<file path="config.mk">
export PLATFORM = sky130hd
export DESIGN_NAME = uio_xor_sequencer_flat
export DESIGN_NICKNAME = d
export VERILOG_FILES = /design/src/rtl/uio_xor_sequencer_if.sv /design/src/rtl/uio_xor_sequencer.sv /design/src/flat_wrapper.sv
export SDC_FILE = /design/constraint.sdc
export NUM_CORES = 1
export LEC_CHECK = 0
export ABC_CLOCK_PERIOD_IN_PS = 2500
export CAP_MARGIN = 30
export CORE_MARGIN = 3
export CORE_UTILIZATION = 48
export DETAILED_ROUTE_END_ITERATION = 8
export PLACE_DENSITY = 0.8
export SYNTH_ARGS = -nofsm -noshare
export SYNTH_HDL_FRONTEND = slang
export SYNTH_SLANG_ARGS = --single-unit
</file>
<file path="constraint.sdc">
create_clock -name clk -period 2.5 [get_ports clk]
set_clock_uncertainty 0.05 [all_clocks]
set_input_delay 0.5 -clock clk [delete_from_list [all_inputs] [get_ports clk]]
set_output_delay 0.5 -clock clk [all_outputs]
set_load 0.03 [all_outputs]
</file>
<file path="src/rtl/uio_xor_sequencer_if.sv">
// Bus interface for uio_xor_sequencer.
// Carries every non-clock/reset signal of the sequencer:
//   ena, start, abort      - control from user logic (master -> slave)
//   op_a, uio_in           - operand A (ui_in) and uio pad input (master -> slave)
//   uio_out, uio_oe        - uio pad output value and output enable (slave -> master)
//   result                 - last computed A^B (slave -> master)
//   busy, done, aborted    - status and one-cycle event pulses (slave -> master)
//   txn_count              - completed transaction counter (slave -> master)
interface uio_xor_sequencer_if;
  logic       ena;
  logic       start;
  logic       abort;
  logic [7:0] op_a;
  logic [7:0] uio_in;
  logic [7:0] uio_out;
  logic [7:0] uio_oe;
  logic [7:0] result;
  logic       busy;
  logic       done;
  logic       aborted;
  logic [7:0] txn_count;

  modport master (
    output ena, start, abort, op_a, uio_in,
    input  uio_out, uio_oe, result, busy, done, aborted, txn_count
  );

  modport slave (
    input  ena, start, abort, op_a, uio_in,
    output uio_out, uio_oe, result, busy, done, aborted, txn_count
  );
endinterface

</file>
<file path="src/rtl/uio_xor_sequencer.sv">
// uio_xor_sequencer: time-shares the bidirectional uio pins of the ui/uio XOR datapath.
// A transaction captures op_a, samples uio_in one cycle later, computes A^B, idles the
// pins for a turnaround gap, drives A^B for DRIVE_CYCLES, then idles again before release.
// Ports:
//   clk    - clock
//   rst_n  - asynchronous active-low reset
//   bus    - slave modport of uio_xor_sequencer_if (controls, operands, pad and status outputs)
// uio_oe/uio_out are decoded purely from registered state and result.
module uio_xor_sequencer #(
  parameter int unsigned DRIVE_CYCLES = 4,    // 1..255
  parameter int unsigned TURN_CYCLES  = 1,    // 1..15
  parameter logic [7:0]  OE_MASK      = 8'hFF
) (
  input logic                    clk,
  input logic                    rst_n,
  uio_xor_sequencer_if.slave     bus
);

  typedef enum logic [2:0] {
    StIdle    = 3'd0,
    StSample  = 3'd1,
    StTurnIn  = 3'd2,
    StDrive   = 3'd3,
    StTurnOut = 3'd4
  } state_e;

  // Counter holds remaining cycles minus one, so 0 means "last cycle of this phase".
  localparam logic [7:0] DriveLoad = 8'(DRIVE_CYCLES - 1);
  localparam logic [7:0] TurnLoad  = 8'(TURN_CYCLES - 1);

  state_e     r_state,       w_state_next;
  logic [7:0] r_cnt,         w_cnt_next;
  logic [7:0] r_a,           w_a_next;
  logic [7:0] r_result,      w_result_next;
  logic       r_done,        w_done_next;
  logic       r_aborted,     w_aborted_next;
  logic [7:0] r_txn_count,   w_txn_count_next;
  // Set when DRIVE was cut short; suppresses done/count on the TURN_OUT exit.
  logic       r_abort_seen,  w_abort_seen_next;

  // State register
  always_ff @(posedge clk or negedge rst_n) begin
    if (!rst_n) begin
      r_state      <= StIdle;
      r_cnt        <= 8'd0;
      r_a          <= 8'd0;
      r_result     <= 8'd0;
      r_done       <= 1'b0;
      r_aborted    <= 1'b0;
      r_txn_count  <= 8'd0;
      r_abort_seen <= 1'b0;
    end else begin
      r_state      <= w_state_next;
      r_cnt        <= w_cnt_next;
      r_a          <= w_a_next;
      r_result     <= w_result_next;
      r_done       <= w_done_next;
      r_aborted    <= w_aborted_next;
      r_txn_count  <= w_txn_count_next;
      r_abort_seen <= w_abort_seen_next;
    end
  end

  // Next-state logic; ena=0 holds every register, pulses included.
  always_comb begin
    w_state_next      = r_state;
    w_cnt_next        = r_cnt;
    w_a_next          = r_a;
    w_result_next     = r_result;
    w_done_next       = r_done;
    w_aborted_next    = r_aborted;
    w_txn_count_next  = r_txn_count;
    w_abort_seen_next = r_abort_seen;

    if (bus.ena) begin
      w_done_next    = 1'b0;
      w_aborted_next = 1'b0;
      case (r_state)
        StIdle: begin
          // abort wins over a simultaneous start; nothing to cancel so no pulse
          if (bus.start && !bus.abort) begin
            w_a_next          = bus.op_a;
            w_abort_seen_next = 1'b0;
            w_state_next      = StSample;
          end
        end
        StSample: begin
          // result updates even if this cycle is aborted
          w_result_next = r_a ^ bus.uio_in;
          if (bus.abort) begin
            w_aborted_next = 1'b1;
            w_state_next   = StIdle;
          end else begin
            w_cnt_next   = TurnLoad;
            w_state_next = StTurnIn;
          end
        end
        StTurnIn: begin
          if (bus.abort) begin
            w_aborted_next = 1'b1;
            w_state_next   = StIdle;
          end else if (r_cnt == 8'd0) begin
            w_cnt_next   = DriveLoad;
            w_state_next = StDrive;
          end else begin
            w_cnt_next = r_cnt - 8'd1;
          end
        end
        StDrive: begin
          if (bus.abort) begin
            // release pins through a full turnaround rather than dropping to IDLE
            w_aborted_next    = 1'b1;
            w_abort_seen_next = 1'b1;
            w_cnt_next        = TurnLoad;
            w_state_next      = StTurnOut;
          end else if (r_cnt == 8'd0) begin
            w_cnt_next   = TurnLoad;
            w_state_next = StTurnOut;
          end else begin
            w_cnt_next = r_cnt - 8'd1;
          end
        end
        StTurnOut: begin
          if (r_cnt == 8'd0) begin
            w_state_next = StIdle;
            if (!r_abort_seen) begin
              w_done_next      = 1'b1;
              w_txn_count_next = r_txn_count + 8'd1;
            end
          end else begin
            w_cnt_next = r_cnt - 8'd1;
          end
        end
        default: begin
          w_state_next = StIdle;
        end
      endcase
    end
  end

  // Output decode from registers only
  always_comb begin
    bus.uio_oe  = 8'h00;
    bus.uio_out = 8'h00;
    if (r_state == StDrive) begin
      bus.uio_oe  = OE_MASK;
      bus.uio_out = r_result & OE_MASK;
    end
  end

  assign bus.result    = r_result;
  assign bus.busy      = (r_state != StIdle);
  assign bus.done      = r_done;
  assign bus.aborted   = r_aborted;
  assign bus.txn_count = r_txn_count;

endmodule

</file>
<file path="src/flat_wrapper.sv">
// flat-port wrapper written by rule: the top's interface ports become plain ports
module uio_xor_sequencer_flat 
#(
  parameter int unsigned DRIVE_CYCLES = 4,             
  parameter int unsigned TURN_CYCLES  = 1,            
  parameter logic [7:0]  OE_MASK      = 8'hFF
)
  (clk, rst_n, bus_ena, bus_start, bus_abort, bus_op_a, bus_uio_in, bus_uio_out, bus_uio_oe, bus_result, bus_busy, bus_done, bus_aborted, bus_txn_count);
  uio_xor_sequencer_if bus_i ();
  input logic clk;
  input logic rst_n;
  input wire logic [$bits(bus_i.ena)-1:0] bus_ena;
  input wire logic [$bits(bus_i.start)-1:0] bus_start;
  input wire logic [$bits(bus_i.abort)-1:0] bus_abort;
  input wire logic [$bits(bus_i.op_a)-1:0] bus_op_a;
  input wire logic [$bits(bus_i.uio_in)-1:0] bus_uio_in;
  output wire logic [$bits(bus_i.uio_out)-1:0] bus_uio_out;
  output wire logic [$bits(bus_i.uio_oe)-1:0] bus_uio_oe;
  output wire logic [$bits(bus_i.result)-1:0] bus_result;
  output wire logic [$bits(bus_i.busy)-1:0] bus_busy;
  output wire logic [$bits(bus_i.done)-1:0] bus_done;
  output wire logic [$bits(bus_i.aborted)-1:0] bus_aborted;
  output wire logic [$bits(bus_i.txn_count)-1:0] bus_txn_count;
  assign bus_i.ena = bus_ena;
  assign bus_i.start = bus_start;
  assign bus_i.abort = bus_abort;
  assign bus_i.op_a = bus_op_a;
  assign bus_i.uio_in = bus_uio_in;
  assign bus_uio_out = bus_i.uio_out;
  assign bus_uio_oe = bus_i.uio_oe;
  assign bus_result = bus_i.result;
  assign bus_busy = bus_i.busy;
  assign bus_done = bus_i.done;
  assign bus_aborted = bus_i.aborted;
  assign bus_txn_count = bus_i.txn_count;
  uio_xor_sequencer #(.DRIVE_CYCLES(DRIVE_CYCLES), .TURN_CYCLES(TURN_CYCLES), .OE_MASK(OE_MASK)) u_core (.clk(clk), .rst_n(rst_n), .bus(bus_i));
endmodule
</file>
-- Yosys cells after proc, flatten, opt, wreduce, memory -nomap -nowiden
Index checks and enable logic that the tools add are counted.
Widths: inputs -> output; s select.
- logic and storage cells: 63
- register bits after elaboration: 38
- bits of input ports: 21
- muxes and demuxes: 25
- reductions and logical operators: 14
- bitwise gates (word level): 2
- equal/unequal tests: 12
- add/subtract/negate cells: 2
- operators by type and width (kind ; count):
    $mux 8 ; 8
    $pmux 8 s4 ; 1
    $mux 3 ; 6
    $pmux 3 s5 ; 1
    $reduce_and 5->1 ; 2
    $add 8x1->8 const B ; 1
    $logic_not 8->1 ; 1
    $ne 2x2->1 const B ; 4
    $reduce_and 4->1 ; 2
    $sub 8x1->8 const B ; 1
    $xor 8x8->8 ; 1
    $mux 1 ; 7
    $eq 3x2->1 const B ; 2
    $ne 3x2->1 const B ; 2
    $ne 2x1->1 const B ; 2
    $reduce_bool 4->1 ; 1
    $eq 3x1->1 const B ; 1
    $eq 3x3->1 const B ; 1
    $logic_not 3->1 ; 1
    $reduce_and 3->1 ; 1
    $reduce_bool 3->1 ; 1
    $reduce_or 3->1 ; 1
    $mux 2 ; 1
    $pmux 1 s2 ; 1
    other kinds (5) ; 5

-- Logic depth before layout (Yosys ltp)
- word-level depth: 4
- mapped depth: 6
- depth with buffers taken out: 6

-- Least setup slack after synthesis
Ideal clock, no wire load.
- path type: register -> output
- start: reg u_core.r_state[0]
- end: out bus_uio_oe[1]
- path buffers: 4
- stages on the path, launching flop included: 6
- data required time: 1950 ps
- setup slack: 250 ps
- arrival time: 1700 ps
- cell sequence: dfrtp_1 clkbuf_1 clkbuf_1 clkbuf_1 and2_1 buf_4
- longest elaborated chain between the ends: 2
- RTL lines (what ; RTL line ; source):
    start: declaration ; uio_xor_sequencer.sv:31 ; state_e r_state, w_state_next;
    start signal: assignment ; uio_xor_sequencer.sv:44 ; r_state <= StIdle;
    start signal: assignment ; uio_xor_sequencer.sv:53 ; r_state <= w_state_next;
    $eq 3x2->1 ; uio_xor_sequencer.sv:145 ; if (r_state == StDrive) begin
    $mux 8 ; uio_xor_sequencer.sv:145 ;
    end: declaration ; flat_wrapper.sv:18 ; output wire logic [$bits(bus_i.uio_oe)-1:0] bus_uio_oe;
Every way passes these cells.

-- Worst setup path in the final report
- start: reg u_core.r_state[0]
- end: out bus_busy
- longest elaborated chain between the ends: 1
- RTL lines (what ; RTL line ; source):
    $reduce_bool 3->1 ; uio_xor_sequencer.sv:152 ; assign bus.busy = (r_state != StIdle);
    end: declaration ; flat_wrapper.sv:20 ; output wire logic [$bits(bus_i.busy)-1:0] bus_busy;
Every way passes these cells.

==> reports/metrics.cfg <==
[outcome]
status = complete, no violations

[setup_path]
critical_path_class = reg2out
cp_max_fo = 15
cp-start-kind = flip-flop
cp.required_ns = 1.95
crit_arrival_ns = 1.81
cp-end-kind = output pin

[floorplanning]
dieHeight_um = 71.2
dieWidth_um = 71.2
core_area_um2 = 4060
dieArea_um2 = 5070
rows = 23
start_util_pct = 50.3
io_pins = 56

[clocking]
clockBufferDepth = 2
post-cts-setup-buffers = 0
tritoncts = built
cts-buffers-inserted = 5
insertion_delay_ns = 0.29
htree_levels = 2
path_clk_slew_ns = 0.07
cts_resized = 0
ctsHoldBuffers = 0
root_buffer = clkbuf_8
cts.sinks = 38

[cells_and_area]
final_nets = 276
area_growth_pct = 32.1
final_common_cell = clkdlybuf4s50_1
final_cell_mix = 45 x clkdlybuf4s50_1, 38 x dfrtp_1, 20 x buf_4, 15 x nor2_1, 15 x a21oi_1
drive_above_1_share_pct = 18.6
fillers = 336
fin_util_pct = 66.4
antenna_cells = 0

[pwr]
powerDensity_nw_per_um2 = 1010
cellLeakagePower_nw = 1.18
worst_ir_drop_vdd_v = 0.000558

[sta]
finalSetupViolCount = 0
final-max-slew-violation-count = 0
fin_crit_sh_pct = 94.5
worst_slew_margin_rel_pct = 45.5
fmax_mhz = 423
worst_pin_slew_ns = 0.818
rsz0062_at_grt = no
hold_viol = 0
final.setup.tns_ns = 0
fin_crit_ns = 2.36

[logic_synthesis]
synth-adder-area-share_pct = 1.23
synthCells = 196
syn_area_per_cell_um2 = 10.4
synth_top_family_by_area = simple AND/OR/NAND/NOR gates
ys.warnings.count = 0
seq_area_frac_synth_pct = 46.6
ys_types = 46
netlist_area_um2 = 2040
synth-seq-cells = 38
synth_ff_type = dfrtp_1
synth_compound_area_share_pct = 15.8
synth_fp_nets = 219
async_reset_ff_share_pct = 100
yosys.area_share.simple_pct = 19.3
synth.area.mux_share_pct = 4.97
synth_enable_flop_cells = 0
synthXorXnorAreaFrac_pct = 6.44

[placed_design]
gp_congestion = 0.828
place_hpwl_mm = 3.23
io_buffers = 55

[flow_run]
cap_violations = 0

[route]
dr.pass1.iters = 4
viasPerCell = 5.51
wire_per_inst_um = 14.8
drt_iter0_drc = 72
detail-route-antenna-nets = 0
vias = 1669
drcViolationCount = 0
wirelength_mm = 4.47

[global_route]
grt_usage_pct = 18.8
grt_pass1_vias = 1676
antenna_found_initial = 0
grt_overflow = 0
grt_max_degree = 39
grt_first_pass_wirelength_mm = 7.61

[hold_path]
hold_path_class = in2async

[worst max-delay path, stage by stage, from the launching register on]
cell and delay [ns]:
dfrtp_1 0.62, nor2_1 0.15, nand2_1 0.09, clkdlybuf4s50_1 0.67
[routing by layer]
layer / vias up / track usage (%) / part of all wire [%]
li1: 815 / - / -
met2: 50 / 30.3 / 47
met1: 800 / 25.0 / 46
met4: 0 / 4.38 / 0.96
met5: - / 0 / 0
met3: 4 / 5.54 / 6.1
[report_power, final]
part	total (mW)	leakage [nW]	switching (mW)	internal [mW]
Clock	0.397	0.0438	0.210	0.187
Combinational	1.29	0.654	0.698	0.590
Sequential	1.04	0.479	0.209	0.828
[synth_stat cells, types with 2 or more instances]
cell type   n  area [µm²]
or3_1       2        12.5
mux2_2      9         101
o2111ai_1   2        17.5
and2_1      2        12.5
dfrtp_1    38         951
a31oi_1     7        43.8
ha_1        2        25.0
nand4_1     2        12.5
buf_4       7        52.6
a21oi_1    15        75.1
inv_1       6        22.5
xnor2_1    12         105
nor3_1      2        10.0
o2bb2ai_1   3        26.3
nor2b_1     3        18.8
nor3_2      3        30.0
buf_2       5        25.0
clkbuf_1    4        15.0
and3_1      9        56.3
nand3_1     3        15.0
nor2_1     15        56.3
nand2_1    11        41.3
o21ai_0     5        25.0
o31ai_1     3        22.5
nand2b_1    2        12.5
nor3b_1     2        15.0
xor2_1      3        26.3
[area by class of cell]
| type | count | area (µm²) | share of cell area [%] |
|---|---|---|---|
| Multi-Input combinational cell | 136 | 973 | 36.1 |
| Clock buffer | 5 | 68.8 | 2.55 |
| Timing Repair Buffer | 66 | 606 | 22.5 |
| Inverter | 6 | 22.5 | 0.836 |
| Tap cell | 50 | 62.6 | 2.32 |
| Clock inverter | 2 | 10.0 | 0.372 |
| Sequential cell | 38 | 951 | 35.3 |
[sequential cells by signal, indices dropped and copies added (netlist names)]
name / count
u_core.bus.result: 8
u_core.r_abort_seen: 1
u_core.bus.done: 1
u_core.r_a: 8
u_core.r_state: 3
u_core.bus.aborted: 1
u_core.r_cnt: 8
u_core.bus.txn_count: 8
[stage by stage]
step                      cell area, µm²  setup WS (ns)  hold WS, ns  total power, mW  instances
after floorplan                     2040          0.250        0.154             1.88        196
after global placement              2620          0.322        0.405             2.30        296
after detailed placement            2620          0.286        0.411             2.33        296
after CTS                           2690          0.113        0.286             2.75        303
after global routing                2690         0.0284        0.325             2.92        303
final                               2690          0.139        0.252             2.72        303
[path summary, 6_finish.rpt]
| kind | end | depth (start not counted) | slack (ns) | start |
|---|---|---|---|---|
| worst max register to register | u_core.r_cnt[3] | 7 | 0.39 | u_core.r_cnt[0] |
| worst max-delay path | bus_busy | 3 | 0.14 | u_core.r_state[0] |
| worst min-delay path | u_core.r_cnt[3] | 1 | 0.25 | rst_n |
| min in group clk | u_core.bus.txn_count[7] | 1 | 0.42 | u_core.bus.txn_count[7] |
| max in group asynchronous | u_core.r_abort_seen | 1 | 1.63 | rst_n |
| worst min register to register | u_core.bus.txn_count[7] | 1 | 0.42 | u_core.bus.txn_count[7] |
[kinds of logic (layout without fill, tap and decap cells)]
| kind of cell | count (synthesis) | in the layout |
|---|---|---|
| multiplexers | 9 | 9 |
| XOR/XNOR | 15 | 15 |
| adder cells (fa/ha/maj) | 2 | 2 |
| buffers and inverters | 22 | 79 |
| AO/OA/AOI/OAI | 46 | 46 |
| flip-flops | 38 | 38 |
| AND/OR/NAND/NOR | 64 | 64 |
Power figures use the tool's default switching activity.
